<file path="config.mk">
export PLATFORM = sky130hd
export DESIGN_NAME = uart_core_param
export DESIGN_NICKNAME = d
export VERILOG_FILES = /design/src/rtl/uart_pkg.sv /design/src/rtl/uart_rx_frame.sv /design/src/rtl/uart_core_param.sv
export SDC_FILE = /design/constraint.sdc
export NUM_CORES = 1
export LEC_CHECK = 0
export CAP_MARGIN = 20
export CORE_AREA = 2 2 72 74
export CTS_CLUSTER_SIZE = 10
export DETAILED_ROUTE_END_ITERATION = 16
export DIE_AREA = 0 0 74 76
export PLACE_DENSITY = 0.76
export SYNTH_ARGS = -nofsm -noshare
export SYNTH_HDL_FRONTEND = slang
export SYNTH_SLANG_ARGS = --single-unit
export TNS_END_PERCENT = 1
</file>
<file path="constraint.sdc">
create_clock -name clk -period 5.7 [get_ports clk]
set_clock_uncertainty 0.2 [all_clocks]
set_input_delay 1.425 -clock clk [delete_from_list [all_inputs] [get_ports clk]]
set_output_delay 1.425 -clock clk [all_outputs]
set_load 0.01 [all_outputs]
</file>
<file path="src/rtl/uart_pkg.sv">
// Shared types and helpers for the parametrised UART core.
// Holds the parity-mode and FSM state enums plus frame and parity helpers
// used by both the transmitter and the receiver.
package uart_pkg;

  typedef enum logic [1:0] {
    PAR_NONE = 2'd0,
    PAR_EVEN = 2'd1,
    PAR_ODD  = 2'd2
  } parity_mode_e;

  typedef enum logic [2:0] {
    TX_IDLE   = 3'd0,
    TX_START  = 3'd1,
    TX_DATA   = 3'd2,
    TX_PARITY = 3'd3,
    TX_STOP   = 3'd4
  } tx_state_e;

  typedef enum logic [2:0] {
    RX_IDLE   = 3'd0,
    RX_START  = 3'd1,
    RX_DATA   = 3'd2,
    RX_PARITY = 3'd3,
    RX_STOP   = 3'd4
  } rx_state_e;

  // Number of serial bit slots in one frame: start + data + optional parity + stop.
  function automatic int frame_bits(input int data_bits, input int parity_mode, input int stop_bits);
    int par_bits;
    if (parity_mode != 32'sd0) begin
      par_bits = 32'sd1;
    end else begin
      par_bits = 32'sd0;
    end
    return 32'sd1 + data_bits + par_bits + stop_bits;
  endfunction

  // Parity bit for a word of up to 9 bits; narrower words are zero-extended,
  // which leaves the XOR unchanged.
  function automatic logic parity_bit(input logic [8:0] data, input parity_mode_e mode);
    logic bit_v;
    case (mode)
      PAR_EVEN: bit_v = ^data;
      PAR_ODD:  bit_v = ~(^data);
      default:  bit_v = 1'b0;
    endcase
    return bit_v;
  endfunction

endpackage

</file>
<file path="src/rtl/uart_rx_frame.sv">
// Receive framer: 2-flop synchroniser, RX FSM with mid-bit sampling and
// false-start rejection, bit counter and LSB-first shift register.
// done_o pulses for one cycle on the cycle of the stop-bit sample; data and
// error flags are valid alongside it.
module uart_rx_frame
  import uart_pkg::*;
#(
  parameter int CLKS_PER_BIT = 16,
  parameter int DATA_BITS    = 8,
  parameter int PARITY_MODE  = 0
) (
  input  logic                 clk,
  input  logic                 rst,
  input  logic                 rx_i,
  output logic                 done_o,
  output logic [DATA_BITS-1:0] data_o,
  output logic                 parity_err_o,
  output logic                 frame_err_o
);

  localparam int CW = $clog2(CLKS_PER_BIT);
  localparam int BW = $clog2(DATA_BITS);
  localparam logic [CW-1:0] CNT_HALF = CW'(CLKS_PER_BIT / 2 - 1);
  localparam logic [CW-1:0] CNT_FULL = CW'(CLKS_PER_BIT - 1);
  localparam logic [BW-1:0] LAST_BIT = BW'(DATA_BITS - 1);
  localparam parity_mode_e  PAR_CFG  = parity_mode_e'(PARITY_MODE[1:0]);

  logic                 sync1_q, sync2_q;
  rx_state_e            state_q, state_d;
  logic [CW-1:0]        cnt_q, cnt_d;
  logic [BW-1:0]        bit_q, bit_d;
  logic [DATA_BITS-1:0] shreg_q, shreg_d;
  logic                 par_q, par_d;
  logic                 done_s;

  // Two-flop synchroniser for the asynchronous serial input; idles high.
  always_ff @(posedge clk) begin
    if (rst) begin
      sync1_q <= 1'b1;
      sync2_q <= 1'b1;
    end else begin
      sync1_q <= rx_i;
      sync2_q <= sync1_q;
    end
  end

  // RX FSM, counters and shift register state.
  always_ff @(posedge clk) begin
    if (rst) begin
      state_q <= RX_IDLE;
      cnt_q   <= {CW{1'b0}};
      bit_q   <= {BW{1'b0}};
      shreg_q <= {DATA_BITS{1'b0}};
      par_q   <= 1'b0;
    end else begin
      state_q <= state_d;
      cnt_q   <= cnt_d;
      bit_q   <= bit_d;
      shreg_q <= shreg_d;
      par_q   <= par_d;
    end
  end

  // Next-state logic: half-bit wait from the start edge, then one sample per bit period.
  always_comb begin
    state_d = state_q;
    cnt_d   = cnt_q;
    bit_d   = bit_q;
    shreg_d = shreg_q;
    par_d   = par_q;
    done_s  = 1'b0;
    case (state_q)
      RX_IDLE: begin
        if (!sync2_q) begin
          state_d = RX_START;
          cnt_d   = {CW{1'b0}};
        end else begin
          state_d = RX_IDLE;
        end
      end
      RX_START: begin
        if (cnt_q == CNT_HALF) begin
          cnt_d = {CW{1'b0}};
          bit_d = {BW{1'b0}};
          if (sync2_q) begin
            state_d = RX_IDLE;   // glitch shorter than half a bit
          end else begin
            state_d = RX_DATA;
          end
        end else begin
          cnt_d = cnt_q + 1'b1;
        end
      end
      RX_DATA: begin
        if (cnt_q == CNT_FULL) begin
          cnt_d   = {CW{1'b0}};
          shreg_d = {sync2_q, shreg_q[DATA_BITS-1:1]};
          if (bit_q == LAST_BIT) begin
            if (PAR_CFG == PAR_NONE) begin
              state_d = RX_STOP;
            end else begin
              state_d = RX_PARITY;
            end
          end else begin
            bit_d = bit_q + 1'b1;
          end
        end else begin
          cnt_d = cnt_q + 1'b1;
        end
      end
      RX_PARITY: begin
        if (cnt_q == CNT_FULL) begin
          cnt_d   = {CW{1'b0}};
          par_d   = sync2_q;
          state_d = RX_STOP;
        end else begin
          cnt_d = cnt_q + 1'b1;
        end
      end
      RX_STOP: begin
        // Only the first stop bit is sampled; going idle straight away lets a
        // start edge inside a second stop bit be caught.
        if (cnt_q == CNT_FULL) begin
          cnt_d   = {CW{1'b0}};
          done_s  = 1'b1;
          state_d = RX_IDLE;
        end else begin
          cnt_d = cnt_q + 1'b1;
        end
      end
      default: begin
        state_d = RX_IDLE;
      end
    endcase
  end

  assign done_o       = done_s;
  assign data_o       = shreg_q;
  assign frame_err_o  = ~sync2_q;
  assign parity_err_o = (PAR_CFG != PAR_NONE) && (par_q != parity_bit(9'(shreg_q), PAR_CFG));

endmodule

</file>
<file path="src/rtl/uart_core_param.sv">
// Parametrised full-duplex UART core with valid/ready host handshakes.
// Contains the TX FSM, the receive holding register (rx_valid, flags,
// overrun) and the optional loopback mux.
// Optional feature: define UART_LOOPBACK_EN to add the 'loopback' input, which
// routes the internal tx into the receiver and holds the tx pin high.
module uart_core_param
  import uart_pkg::*;
#(
  parameter int CLKS_PER_BIT = 16,
  parameter int DATA_BITS    = 8,
  parameter int PARITY_MODE  = 0,
  parameter int STOP_BITS    = 1
) (
  input  logic                 clk,
  input  logic                 rst,
`ifdef UART_LOOPBACK_EN
  input  logic                 loopback,
`endif
  input  logic                 tx_valid,
  input  logic [DATA_BITS-1:0] tx_data,
  output logic                 tx_ready,
  output logic                 tx_busy,
  output logic                 tx,
  input  logic                 rx,
  output logic                 rx_valid,
  input  logic                 rx_ready,
  output logic [DATA_BITS-1:0] rx_data,
  output logic                 rx_parity_err,
  output logic                 rx_frame_err,
  output logic                 rx_overrun
);

  localparam int TCW = $clog2(STOP_BITS * CLKS_PER_BIT);
  localparam int BW  = $clog2(DATA_BITS);
  localparam logic [TCW-1:0] BIT_LAST  = TCW'(CLKS_PER_BIT - 1);
  localparam logic [TCW-1:0] STOP_LAST = TCW'(STOP_BITS * CLKS_PER_BIT - 1);
  localparam logic [BW-1:0]  LAST_BIT  = BW'(DATA_BITS - 1);
  localparam parity_mode_e   PAR_CFG   = parity_mode_e'(PARITY_MODE[1:0]);
  localparam int             FRAME_BITS = frame_bits(DATA_BITS, PARITY_MODE, STOP_BITS);

  if (CLKS_PER_BIT < 32'sd4 || (CLKS_PER_BIT % 32'sd2) != 32'sd0 ||
      DATA_BITS < 32'sd5 || DATA_BITS > 32'sd9 || PARITY_MODE > 32'sd2 ||
      STOP_BITS < 32'sd1 || STOP_BITS > 32'sd2 || FRAME_BITS > 32'sd13) begin : g_param_err
    $error("uart_core_param: unsupported frame configuration");
  end

  // ---------------- transmitter ----------------
  tx_state_e            tx_state_q, tx_state_d;
  logic [TCW-1:0]       tx_cnt_q, tx_cnt_d;
  logic [BW-1:0]        tx_bit_q, tx_bit_d;
  logic [DATA_BITS-1:0] tx_shreg_q, tx_shreg_d;
  logic                 tx_par_q, tx_par_d;
  logic                 tx_q, tx_d;

  // TX FSM and serial output register; tx idles high.
  always_ff @(posedge clk) begin
    if (rst) begin
      tx_state_q <= TX_IDLE;
      tx_cnt_q   <= {TCW{1'b0}};
      tx_bit_q   <= {BW{1'b0}};
      tx_shreg_q <= {DATA_BITS{1'b0}};
      tx_par_q   <= 1'b0;
      tx_q       <= 1'b1;
    end else begin
      tx_state_q <= tx_state_d;
      tx_cnt_q   <= tx_cnt_d;
      tx_bit_q   <= tx_bit_d;
      tx_shreg_q <= tx_shreg_d;
      tx_par_q   <= tx_par_d;
      tx_q       <= tx_d;
    end
  end

  // TX next state: each bit level is loaded into tx_q on the edge that enters its slot.
  always_comb begin
    tx_state_d = tx_state_q;
    tx_cnt_d   = tx_cnt_q;
    tx_bit_d   = tx_bit_q;
    tx_shreg_d = tx_shreg_q;
    tx_par_d   = tx_par_q;
    tx_d       = tx_q;
    case (tx_state_q)
      TX_IDLE: begin
        if (tx_valid) begin
          tx_state_d = TX_START;
          tx_cnt_d   = {TCW{1'b0}};
          tx_shreg_d = tx_data;
          tx_par_d   = parity_bit(9'(tx_data), PAR_CFG);
          tx_d       = 1'b0;
        end else begin
          tx_d = 1'b1;
        end
      end
      TX_START: begin
        if (tx_cnt_q == BIT_LAST) begin
          tx_cnt_d   = {TCW{1'b0}};
          tx_bit_d   = {BW{1'b0}};
          tx_state_d = TX_DATA;
          tx_d       = tx_shreg_q[0];
        end else begin
          tx_cnt_d = tx_cnt_q + 1'b1;
        end
      end
      TX_DATA: begin
        if (tx_cnt_q == BIT_LAST) begin
          tx_cnt_d = {TCW{1'b0}};
          if (tx_bit_q == LAST_BIT) begin
            if (PAR_CFG == PAR_NONE) begin
              tx_state_d = TX_STOP;
              tx_d       = 1'b1;
            end else begin
              tx_state_d = TX_PARITY;
              tx_d       = tx_par_q;
            end
          end else begin
            tx_bit_d   = tx_bit_q + 1'b1;
            tx_shreg_d = {1'b0, tx_shreg_q[DATA_BITS-1:1]};
            tx_d       = tx_shreg_q[1];
          end
        end else begin
          tx_cnt_d = tx_cnt_q + 1'b1;
        end
      end
      TX_PARITY: begin
        if (tx_cnt_q == BIT_LAST) begin
          tx_cnt_d   = {TCW{1'b0}};
          tx_state_d = TX_STOP;
          tx_d       = 1'b1;
        end else begin
          tx_cnt_d = tx_cnt_q + 1'b1;
        end
      end
      TX_STOP: begin
        if (tx_cnt_q == STOP_LAST) begin
          tx_cnt_d   = {TCW{1'b0}};
          tx_state_d = TX_IDLE;
          tx_d       = 1'b1;
        end else begin
          tx_cnt_d = tx_cnt_q + 1'b1;
        end
      end
      default: begin
        tx_state_d = TX_IDLE;
        tx_d       = 1'b1;
      end
    endcase
  end

  assign tx_ready = (tx_state_q == TX_IDLE);
  assign tx_busy  = ~tx_ready;

  // ---------------- loopback mux ----------------
  logic rx_src_s;
`ifdef UART_LOOPBACK_EN
  assign rx_src_s = loopback ? tx_q : rx;
  assign tx       = loopback ? 1'b1 : tx_q;
`else
  assign rx_src_s = rx;
  assign tx       = tx_q;
`endif

  // ---------------- receiver ----------------
  logic                 rx_done_s;
  logic [DATA_BITS-1:0] rx_word_s;
  logic                 rx_perr_s, rx_ferr_s;

  uart_rx_frame #(
    .CLKS_PER_BIT(CLKS_PER_BIT),
    .DATA_BITS   (DATA_BITS),
    .PARITY_MODE (PARITY_MODE)
  ) u_rx_frame (
    .clk         (clk),
    .rst         (rst),
    .rx_i        (rx_src_s),
    .done_o      (rx_done_s),
    .data_o      (rx_word_s),
    .parity_err_o(rx_perr_s),
    .frame_err_o (rx_ferr_s)
  );

  logic                 rx_valid_q, rx_valid_d;
  logic [DATA_BITS-1:0] rx_data_q, rx_data_d;
  logic                 rx_perr_q, rx_perr_d;
  logic                 rx_ferr_q, rx_ferr_d;
  logic                 rx_ovr_q, rx_ovr_d;

  // Receive holding register presented to the host.
  always_ff @(posedge clk) begin
    if (rst) begin
      rx_valid_q <= 1'b0;
      rx_data_q  <= {DATA_BITS{1'b0}};
      rx_perr_q  <= 1'b0;
      rx_ferr_q  <= 1'b0;
      rx_ovr_q   <= 1'b0;
    end else begin
      rx_valid_q <= rx_valid_d;
      rx_data_q  <= rx_data_d;
      rx_perr_q  <= rx_perr_d;
      rx_ferr_q  <= rx_ferr_d;
      rx_ovr_q   <= rx_ovr_d;
    end
  end

  // A completed word always wins; it flags overrun only if the old word is not consumed now.
  always_comb begin
    rx_valid_d = rx_valid_q;
    rx_data_d  = rx_data_q;
    rx_perr_d  = rx_perr_q;
    rx_ferr_d  = rx_ferr_q;
    rx_ovr_d   = rx_ovr_q;
    if (rx_done_s) begin
      rx_valid_d = 1'b1;
      rx_data_d  = rx_word_s;
      rx_perr_d  = rx_perr_s;
      rx_ferr_d  = rx_ferr_s;
      rx_ovr_d   = rx_valid_q & ~rx_ready;
    end else if (rx_valid_q && rx_ready) begin
      rx_valid_d = 1'b0;
      rx_perr_d  = 1'b0;
      rx_ferr_d  = 1'b0;
      rx_ovr_d   = 1'b0;
    end else begin
      rx_valid_d = rx_valid_q;
    end
  end

  assign rx_valid      = rx_valid_q;
  assign rx_data       = rx_data_q;
  assign rx_parity_err = rx_perr_q;
  assign rx_frame_err  = rx_ferr_q;
  assign rx_overrun    = rx_ovr_q;

endmodule

</file>
Yosys cells after proc, flatten, opt, wreduce, memory -nomap -nowiden
Index checks and enable logic that the tools add are counted.
Word-level totals
  bits in registers: 50
Cells by class
  add/subtract/negate cells: 4
  equality and inequality tests: 28
  mux-type cells: 45
  bitwise operators: 4
  reduce and logical (&&, ||, !) cells: 21
Operator list (number)
  2-to-1 mux 3 bit: 16
  case mux 3 bit (5 select lines): 2
  2-to-1 mux 8 bit: 3
  2-to-1 mux 4 bit: 5
  != test 2 bit, second input constant: 9
  case mux 8 bit (2 select lines): 1
  == test 3 x 2 -> 1 bit, second input constant: 4
  == test 3 bit, second input constant: 4
  2-to-1 mux 1 bit: 12
  != test 2 x 1 -> 1 bit, second input constant: 6
  case mux 3 bit (2 select lines): 2
  case mux 4 bit (3 select lines): 1
  AND reduction 4 bit: 3
  nonzero test 2 bit: 5
  adder 4 x 1 -> 4 bit, second input constant: 2
  == test 4 bit, second input constant: 2
  case mux 4 bit (2 select lines): 1
  adder 3 x 1 -> 3 bit, second input constant: 2
  == test 3 x 1 -> 1 bit, second input constant: 2
  logical NOT 3 bit: 2
  AND reduction 2 bit: 3
  AND reduction 6 bit: 1
  AND reduction 5 bit: 1
  == test 4 x 3 -> 1 bit, second input constant: 1
  other kinds (10): 12

Depth between registers and ports, before layout
Gate-level depths: netlist (run 1).
  depth in word-level cells: 4
  mapped depth: 7
  depth with buffers taken out: 6

Cells and area by module
Synthesis (run 1) repeated with hierarchy kept, for this count alone.
Second synthesis, totals
  cells, all modules: 267
  area, all modules: 2507.4 µm²
By module, submodules not included
  uart_core_param: instances 1, cells an instance 148, area an instance 1461.4 µm², sequential area each 620.6 µm²
  uart_rx_frame: instances 1, cells an instance 119, area an instance 1046.0 µm², sequential area each 400.4 µm²

Worst setup path before layout (run 1)
No wires, ideal clock.
  path kind: reg-to-output
  start: reg tx_state_q[1]
  end: out tx_ready
  arrival time: 869 ps
  required time: 4075 ps
  path slack: 3206 ps
  stages on the path, launching flop included: 4
  path through: dfxtp_1 buf_6 or3_4 inv_2
On the way
  cells in the longest elaborated chain, start to end: 1
Ends and longest elaborated chain
  start: declaration: line uart_core_param.sv:48  | tx_state_e tx_state_q, tx_state_d;
  start signal: assignment: line uart_core_param.sv:65  | tx_state_q <= tx_state_d;
  logical NOT 3 bit: line uart_core_param.sv:149  | assign tx_ready = (tx_state_q == TX_IDLE);
  end: declaration: line uart_core_param.sv:21  | output logic tx_ready,
No other way between the ends.

Final worst setup path (run 1)
Same ends and word-level chain as after synthesis.

==> impl_metrics.toml, run 1 <==
[synthesis]
synth-simple-area-share_pct = 21.0
ys_types = 54
synth_compound_area_share_pct = 15.9
synthAdderAreaFrac_pct = 3.70
synth_xor_area_share_pct = 0.740
syn_avg_cell_area_um2 = 9.22
yosysSeqAreaShare_pct = 42.3
netlist_area_mm2 = 0.00237
yosys_warnings = 0
ys_async_sr_fraction_pct = 0
synth_top_family_by_area = "simple AND/OR/NAND/NOR gates"
synth_edf_count = 0
ys_ff_latch = 50
postSynthCellCount = 257
synthMuxAreaShare_pct = 11.0
synthesis.nets = 277
ys.flop_type = "dfxtp_1"

[setup_path]
end_kind = "output pin"
cp_cell_sequence = "or3_4 > inv_2 > clkdlybuf4s50_1"
required_ns = 4.07
r2r_end = "rx_overrun"
r2r_slack_ns = 3.16
startpoint = "tx_state_q[1]"
critPathBufInv = 2
cp_top_family = "buffers and inverters"
start_kind = "flop"
r2r_cells = 5
r2r_start = "u_rx_frame.cnt_q[0]"
critPathArrivalTime_ns = 1.91
critPathMaxStageDelay_ns = 0.54
cp_slowest_cell = "dfxtp_1"
path_max_fanout = 19
cp_num_cells = 3
worstSetupPathType = "flop to output pin"

[timing]
worst_hold_slack_ns = 0.215
rsz0062_at_grt = "no"
fmax_mhz = 282
finalCriticalPeriod_ns = 3.54
setup_violations = 0
finalHoldViolCount = 0
timing.final.crit_share_pct = 62.1
slew_headroom_pct = 40.3
tns_ns = 0
maxSlewViolCount = 0
max_slew.worst_pin.slew_ns = 0.896

[power]
p_per_area_mw_per_mm2 = 242
ir_drop_mv = 0.136
p_leak_uw = 0.00102

[die]
die_width_um = 74
core-area_mm2 = 0.00491
io_pins = 28
start_util_pct = 48.2
dieArea_mm2 = 0.00562
rows = 26
die_h_um = 76

[drt]
drc = 0
drtIter0Drc = 94
wirelength_um = 4340
firstDrtPassIters = 4
wire_per_inst_um = 12.6
ant_nets = 0
via_per_inst = 5.44
via_count = 1876

[clocking]
numCtsBuffers = 5
insertion_delay_ns = 0.31
cts.sinks = 50
path_clk_slew_ns = 0.09
cts_root_buf = "clkbuf_8"
cts_tree = "done"
htreeDepth = 2
cts_buffer_depth = 2
post_cts_buffers = 0
cts_resized = 0
cts_hold_buf = 0

[place]
port_buffers = 26
postPlaceCellArea_mm2 = 0.00262
gp_congestion = 0.876
dp_hpwl_um = 3040

[layout]
layout_commonest_cell = "dfxtp_1"
fin_area_mm2 = 0.00271
drive_above_1_share_pct = 6.91
area_growth_syn_to_layout_pct = 14.6
insertedDiodeCount = 0
final_cell_mix = "dfxtp_1, nor2_1, mux2i_1, clkdlybuf4s50_1, a21oi_1"
fin_nets = 294

[min_path]
hp-class = "flop to flop"
hold_depth = 1
hold_start = "u_rx_frame.sync1_q"
worstHoldEndpoint = "u_rx_frame.sync2_q"

[global_route]
grt_pass1_wl_um = 7530
overflow = 0
grt_usage_pct = 16.8
antenna_found_initial = 0
grt_max_degree = 52
grt_pass1_vias = 1679

[outcome]
status = "finished clean"

[run]
maxCapViolCount = 0
==> cell type report <==
type,count,area (µm²)
Clock buffer,6,82.6
Sequential cell,50,1000
Inverter,8,30.0
Tap cell,70,87.6
Multi-Input combinational cell,183,1240
Fill cell,429,2200
Clock inverter,2,12.5
Timing Repair Buffer,26,255
==> sequential cells by signal, indices dropped and copies added, names as in the netlist <==
name,flops
rx_data,8
tx_shreg_q,8
u_rx_frame.data_o,8
tx_cnt_q,4
u_rx_frame.cnt_q,4
tx_bit_q,3
tx_state_q,3
u_rx_frame.bit_q,3
u_rx_frame.state_q,3
rx_frame_err,1
rx_overrun,1
rx_valid,1
tx,1
u_rx_frame.sync1_q,1
u_rx_frame.sync2_q,1
==> metrics by stage <==
| step | power (µW) | utilization, % | setup WS [ns] | std cells |
|---|---|---|---|---|
| 2_1_floorplan | 431 | - | 3.21 | 257 |
| 3_3_place_gp | 449 | 53.3 | 2.52 | 337 |
| 3_5_place_dp | 451 | 53.3 | 2.51 | 337 |
| 4_1_cts | 665 | 55.2 | 2.15 | 345 |
| 5_1_grt | 688 | 55.2 | 2.07 | 345 |
| 6_report | 656 | 55.2 | 2.16 | 345 |
==> power breakdown <==
group / internal [µW] / total (µW) / switching [µW]
combinational: 33.4 / 68.9 / 35.5
clock: 97.6 / 214 / 116
sequential: 360 / 374 / 13.4
total: 491 / 656 / 165
==> synth_stat cells, drive strengths merged (3+ instances only) <==
master	instances	area, µm²
dfxtp	50	1000
clkbuf	6	22.5
o211ai	4	30.0
and3	3	18.8
a21oi	11	55.1
a211oi	9	77.6
or2	3	18.8
inv	8	30.0
nand3	6	30.0
nand2	10	37.5
mux2i	25	250
ha	7	87.6
nor3	7	35.0
buf	10	70.1
or3	7	48.8
nand2b	5	31.3
o21ai	9	45.0
a22oi	4	30.0
o21a	3	22.5
nor2	38	159
==> per-layer routing <==
layer | global-route usage (%) | part of all wire, % | vias up
met4 | 6.91 | 1.8 | 0
li1 | - | - | 958
met5 | 0 | 0 | -
met1 | 21.1 | 47 | 873
met2 | 26.8 | 49 | 38
met3 | 4.50 | 2.9 | 7
==> worst max path at each step <==
stage	endpoint	slack, ns
floorplan	tx_ready	3.21
global placement	tx_ready	2.52
detailed placement	tx_ready	2.51
CTS	tx_ready	2.15
global route	tx_ready	2.07
finish	tx_ready	2.16
==> logic make-up (layout without fill, tap and decap cells) <==
kind of cell             count (synthesis)  after routing
AO/OA/AOI/OAI                           53             53
buffers and inverters                   24             42
multiplexers                            26             26
AND/OR/NAND/NOR                         94             94
adder cells (fa/ha/maj)                  7              7
flip-flops                              50             50
XOR/XNOR                                 2              2
other                                    1              1
No activity file was read; power rests on OpenSTA's default activity.
==> run 2, diff against run 1 <==
Clock period 5.7 ns to 3.6 ns, I/O delays scaled along.
==> run 2 against run 1 <==
  * Register-to-register slack got worse by 1.7 ns
  * Final cell count rose by 0.58%
  * Wire length fell by 4.1%
  * Power rose by 60%
  * Cell area rose by 0.74%
  * Worst hold slack improved by 0.0096 ns
  * Sequential power rose by 58%
  * Sequential share of layout area fell by 0.27 points
  * Critical endpoint unchanged
==> impl_metrics.toml, run 2 (synthesis results as in run 1) <==
[setup_path]
cp_slowest_cell = "dfxtp_1"
critPathMaxStageDelay_ns = 0.53
critPathArrivalTime_ns = 1.90
r2r_start = "tx_state_q[1]"
path_max_fanout = 19
cp_cell_sequence = "or3_4 > inv_2 > clkdlybuf4s50_1"
r2r_slack_ns = 1.50
start_kind = "flop"
r2r_end = "tx_bit_q[1]"
worstSetupPathType = "flop to output pin"
r2r_cells = 4
required_ns = 2.50
end_kind = "output pin"

[clocking]
htreeDepth = 2
path_clk_slew_ns = 0.09
numCtsBuffers = 5
cts_root_buf = "clkbuf_8"
cts.sinks = 50
cts_buffer_depth = 2
insertion_delay_ns = 0.31
cts_resized = 0
cts_tree = "done"
cts_hold_buf = 0
post_cts_buffers = 0

[layout]
fin_nets = 296
drive_above_1_share_pct = 7.58
insertedDiodeCount = 0
final_cell_mix = "dfxtp_1, nor2_1, mux2i_1, clkdlybuf4s50_1, a21oi_1"
layout_commonest_cell = "dfxtp_1"
area_growth_syn_to_layout_pct = 15.4
post-route-util_pct = 55.7

[power]
p_comb_share_pct = 10.4
p_int_uw = 782
ir_drop_mv = 0.267
p_per_area_mw_per_mm2 = 384
p_sw_uw = 268
p_leak_uw = 0.00103
seqPwrFrac_pct = 56.3
clkPwrFrac_pct = 33.3
swShare_pct = 25.5

[timing]
tns_ns = 0
rsz0062_at_grt = "no"
max_slew.worst_pin.slew_ns = 0.680
timing.final.crit_share_pct = 83.3
setup_violations = 0
fmax_mhz = 333
slew_headroom_pct = 54.6
maxSlewViolCount = 0
finalHoldViolCount = 0
finalCriticalPeriod_ns = 3.00

[place]
dp_hpwl_um = 2910
port_buffers = 26
gp_congestion = 0.760

[global_route]
grt_usage_pct = 16.6
grt_pass1_wl_um = 7400
grt_max_degree = 27
grt_pass1_vias = 1700
overflow = 0
antenna_found_initial = 0

[drt]
via_per_inst = 5.20
ant_nets = 0
via_count = 1804
drc = 0
drtIter0Drc = 102
wire_per_inst_um = 12.0
firstDrtPassIters = 4
wirelength_um = 4160

[die]
die_width_um = 74
die_h_um = 76
dieArea_mm2 = 0.00562
rows = 26
start_util_pct = 48.2
core-area_mm2 = 0.00491
io_pins = 28

[run]
maxCapViolCount = 0

[min_path]
hp-class = "flop to flop"
hold_start = "u_rx_frame.sync1_q"
worstHoldEndpoint = "u_rx_frame.sync2_q"
hold_depth = 1

[outcome]
status = "finished clean"
==> run 2: critical path: cells and delay by family (launching register included) <==
| family | cells | cell delay (ns) |
|---|---|---|
| buffers and inverters | 2 | 0.62 |
| DFF | 1 | 0.53 |
| and+or+nand+nor | 1 | 0.44 |
==> run 2: worst max-delay path by stage <==
stage | startpoint | to | slack, ns
after floorplan | tx_state_q[1] | tx_ready | 1.63
after global placement | tx_state_q[1] | tx_ready | 0.94
after detailed placement | tx_state_q[1] | tx_ready | 0.94
after CTS | tx_state_q[1] | tx_ready | 0.60
after global routing | tx_state_q[1] | tx_ready | 0.48
final | tx_state_q[1] | tx_ready | 0.60
==> run 2: routing by layer <==
layer	global-route usage [%]	wire length, µm
met5	0	0
met4	6.00	70
met3	5.16	137
met2	25.4	1890
met1	21.7	2060
==> run 2: per-stage QoR <==
| step | cell area, µm² | hold WS [ns] | total power [µW] | setup WS, ns | instances |
|---|---|---|---|---|---|
| 2_1_floorplan | 2370 | 0.189 | 683 | 1.63 | 257 |
| 3_3_place_gp | 2630 | 0.194 | 712 | 0.944 | 339 |
| 3_5_place_dp | 2630 | 0.206 | 713 | 0.937 | 339 |
| 4_1_cts | 2730 | 0.227 | 1060 | 0.599 | 347 |
| 5_1_grt | 2730 | 0.243 | 1100 | 0.483 | 347 |
| 6_report | 2730 | 0.224 | 1050 | 0.600 | 347 |
==> run 2: layout make-up <==
cell class	instances	area, µm²
Tap cell	70	87.6
Inverter	8	30.0
Clock inverter	2	17.5
Clock buffer	6	82.6
Timing Repair Buffer	28	270
Fill cell	452	2180
Sequential cell	50	1000
Multi-Input combinational cell	183	1240
==> run 2: power groups by stage <==
stage	Sequential, µW	Combinational, µW	Clock, µW
after floorplan	594	88.6	0
after global placement	604	109	0
after detailed placement	604	109	0
after CTS	591	110	359
after global routing	595	123	380
final	591	109	350
==> run 3, diff against run 2 <==
Clock period 3.6 ns to 2.8 ns, I/O delays scaled along.
==> run 3 against run 2 <==
  * Cell area up 0.82%
  * Non-clock buffer count increased by 2
  * Global-route usage shrank 0.25 points
  * First-iteration DRC count shrank 11%
  * Register-to-register slack worse by 0.71 ns
  * Flip-flop and latch count unchanged
  * Largest power group unchanged
  * Sequential power rose by 29%
==> impl_metrics.toml, run 3 (synthesis results as in run 1) <==
[outcome]
status = "finished clean"

[die]
die_width_um = 74
core-area_mm2 = 0.00491
io_pins = 28
die_h_um = 76
start_util_pct = 48.2
dieArea_mm2 = 0.00562
rows = 26

[drt]
ant_nets = 0
wire_per_inst_um = 12.4
drc = 0
drtIter0Drc = 91
via_per_inst = 5.28
via_count = 1839
wirelength_um = 4300
firstDrtPassIters = 4

[timing]
setup_violations = 0
rsz0062_at_grt = "no"
tns_ns = 0
timing.final.crit_share_pct = 95.3
fmax_mhz = 375
maxSlewViolCount = 0
finalHoldViolCount = 0
slew_headroom_pct = 67.3
finalCriticalPeriod_ns = 2.67
max_slew.worst_pin.slew_ns = 0.478

[clocking]
numCtsBuffers = 5
cts_buffer_depth = 2
insertion_delay_ns = 0.30
cts_root_buf = "clkbuf_8"
cts_hold_buf = 0
path_clk_slew_ns = 0.09
post_cts_buffers = 0
cts_tree = "done"
cts.sinks = 50
htreeDepth = 2
cts_resized = 0

[min_path]
hp-class = "flop to flop"

[setup_path]
start_kind = "flop"
critPathMaxStageDelay_ns = 0.53
worstSetupPathType = "flop to output pin"
required_ns = 1.90
cp_slowest_cell = "clkdlybuf4s50_1"
critPathArrivalTime_ns = 1.77
r2r_slack_ns = 0.79
cp_cell_sequence = "or3_4 > inv_2 > clkdlybuf4s50_1"
path_max_fanout = 13
end_kind = "output pin"

[run]
maxCapViolCount = 0

[layout]
fin_area_mm2 = 0.00276
insertedDiodeCount = 0
fin_cells = 348
area_growth_syn_to_layout_pct = 16.4
final_cell_mix = "dfxtp_1, nor2_1, mux2i_1, clkdlybuf4s50_1, a21oi_1"
fillers = 440
layout_commonest_cell = "dfxtp_1"
fin_nets = 298
drive_above_1_share_pct = 7.91

[place]
dp_cells = 341
dp_hpwl_um = 3070
gp_congestion = 0.802
port_buffers = 26
postPlaceCellArea_mm2 = 0.00265

[global_route]
grt_usage_pct = 16.3
antenna_found_initial = 0
grt_max_degree = 28
overflow = 0
grt_pass1_vias = 1677
grt_pass1_wl_um = 7350

[power]
p_total_uw = 1400
p_leak_uw = 0.00104
p_per_area_mw_per_mm2 = 507
ir_drop_mv = 0.343
==> run 3: cell type report <==
type / instances / area, µm² / share of cell area (%)
inverters: 8 / 30.0 / 1.09
multi-input cells: 183 / 1240 / 45.2
clock buffers: 5 / 68.8 / 2.50
clock inverters: 2 / 38.8 / 1.41
well taps: 70 / 87.6 / 3.18
repair buffers: 30 / 285 / 10.3
flip-flops and latches: 50 / 1000 / 36.3
==> run 3: worst max-delay path, delay by kind of cell (launching register included) <==
kind | cells | cell delay (ns)
buffers and inverters | 2 | 0.62
flip-flops | 1 | 0.43
AND/OR/NAND/NOR | 1 | 0.42
==> run 3: metal layers <==
| layer | GRT usage (%) | up-vias | wire length, µm |
|---|---|---|---|
| met5 | 0 | - | 0 |
| met4 | 4.36 | 0 | 18 |
| met3 | 4.37 | 3 | 111 |
| met2 | 26.6 | 18 | 2090 |
| met1 | 21.0 | 855 | 2080 |
| li1 | - | 963 | - |
==> run 3: worst paths after layout <==
path / from / to / cells after the start
max: tx_state_q[0] / tx_ready / 3
min: u_rx_frame.sync1_q / u_rx_frame.sync2_q / 1
max reg2reg: u_rx_frame.cnt_q[0] / rx_overrun / 6
min reg2reg: u_rx_frame.sync1_q / u_rx_frame.sync2_q / 1
==> run 3: power by group <==
group	switching (µW)	leakage [µW]	total (µW)	internal, µW
Sequential	27.0	0.000406	760	733
Clock	231	0.0000542	494	263
Combinational	74.2	0.000584	143	68.7
Total	333	0.00104	1400	1070
==> run 3: per-stage QoR <==
stage	setup WS [ns]	utilization [%]	hold WS, ns
2_1_floorplan	0.902	-	0.189
3_3_place_gp	0.465	53.9	0.193
3_5_place_dp	0.451	53.9	0.194
4_1_cts	0.126	56.1	0.215
5_1_grt	0.0546	56.1	0.229
6_report	0.131	56.1	0.213
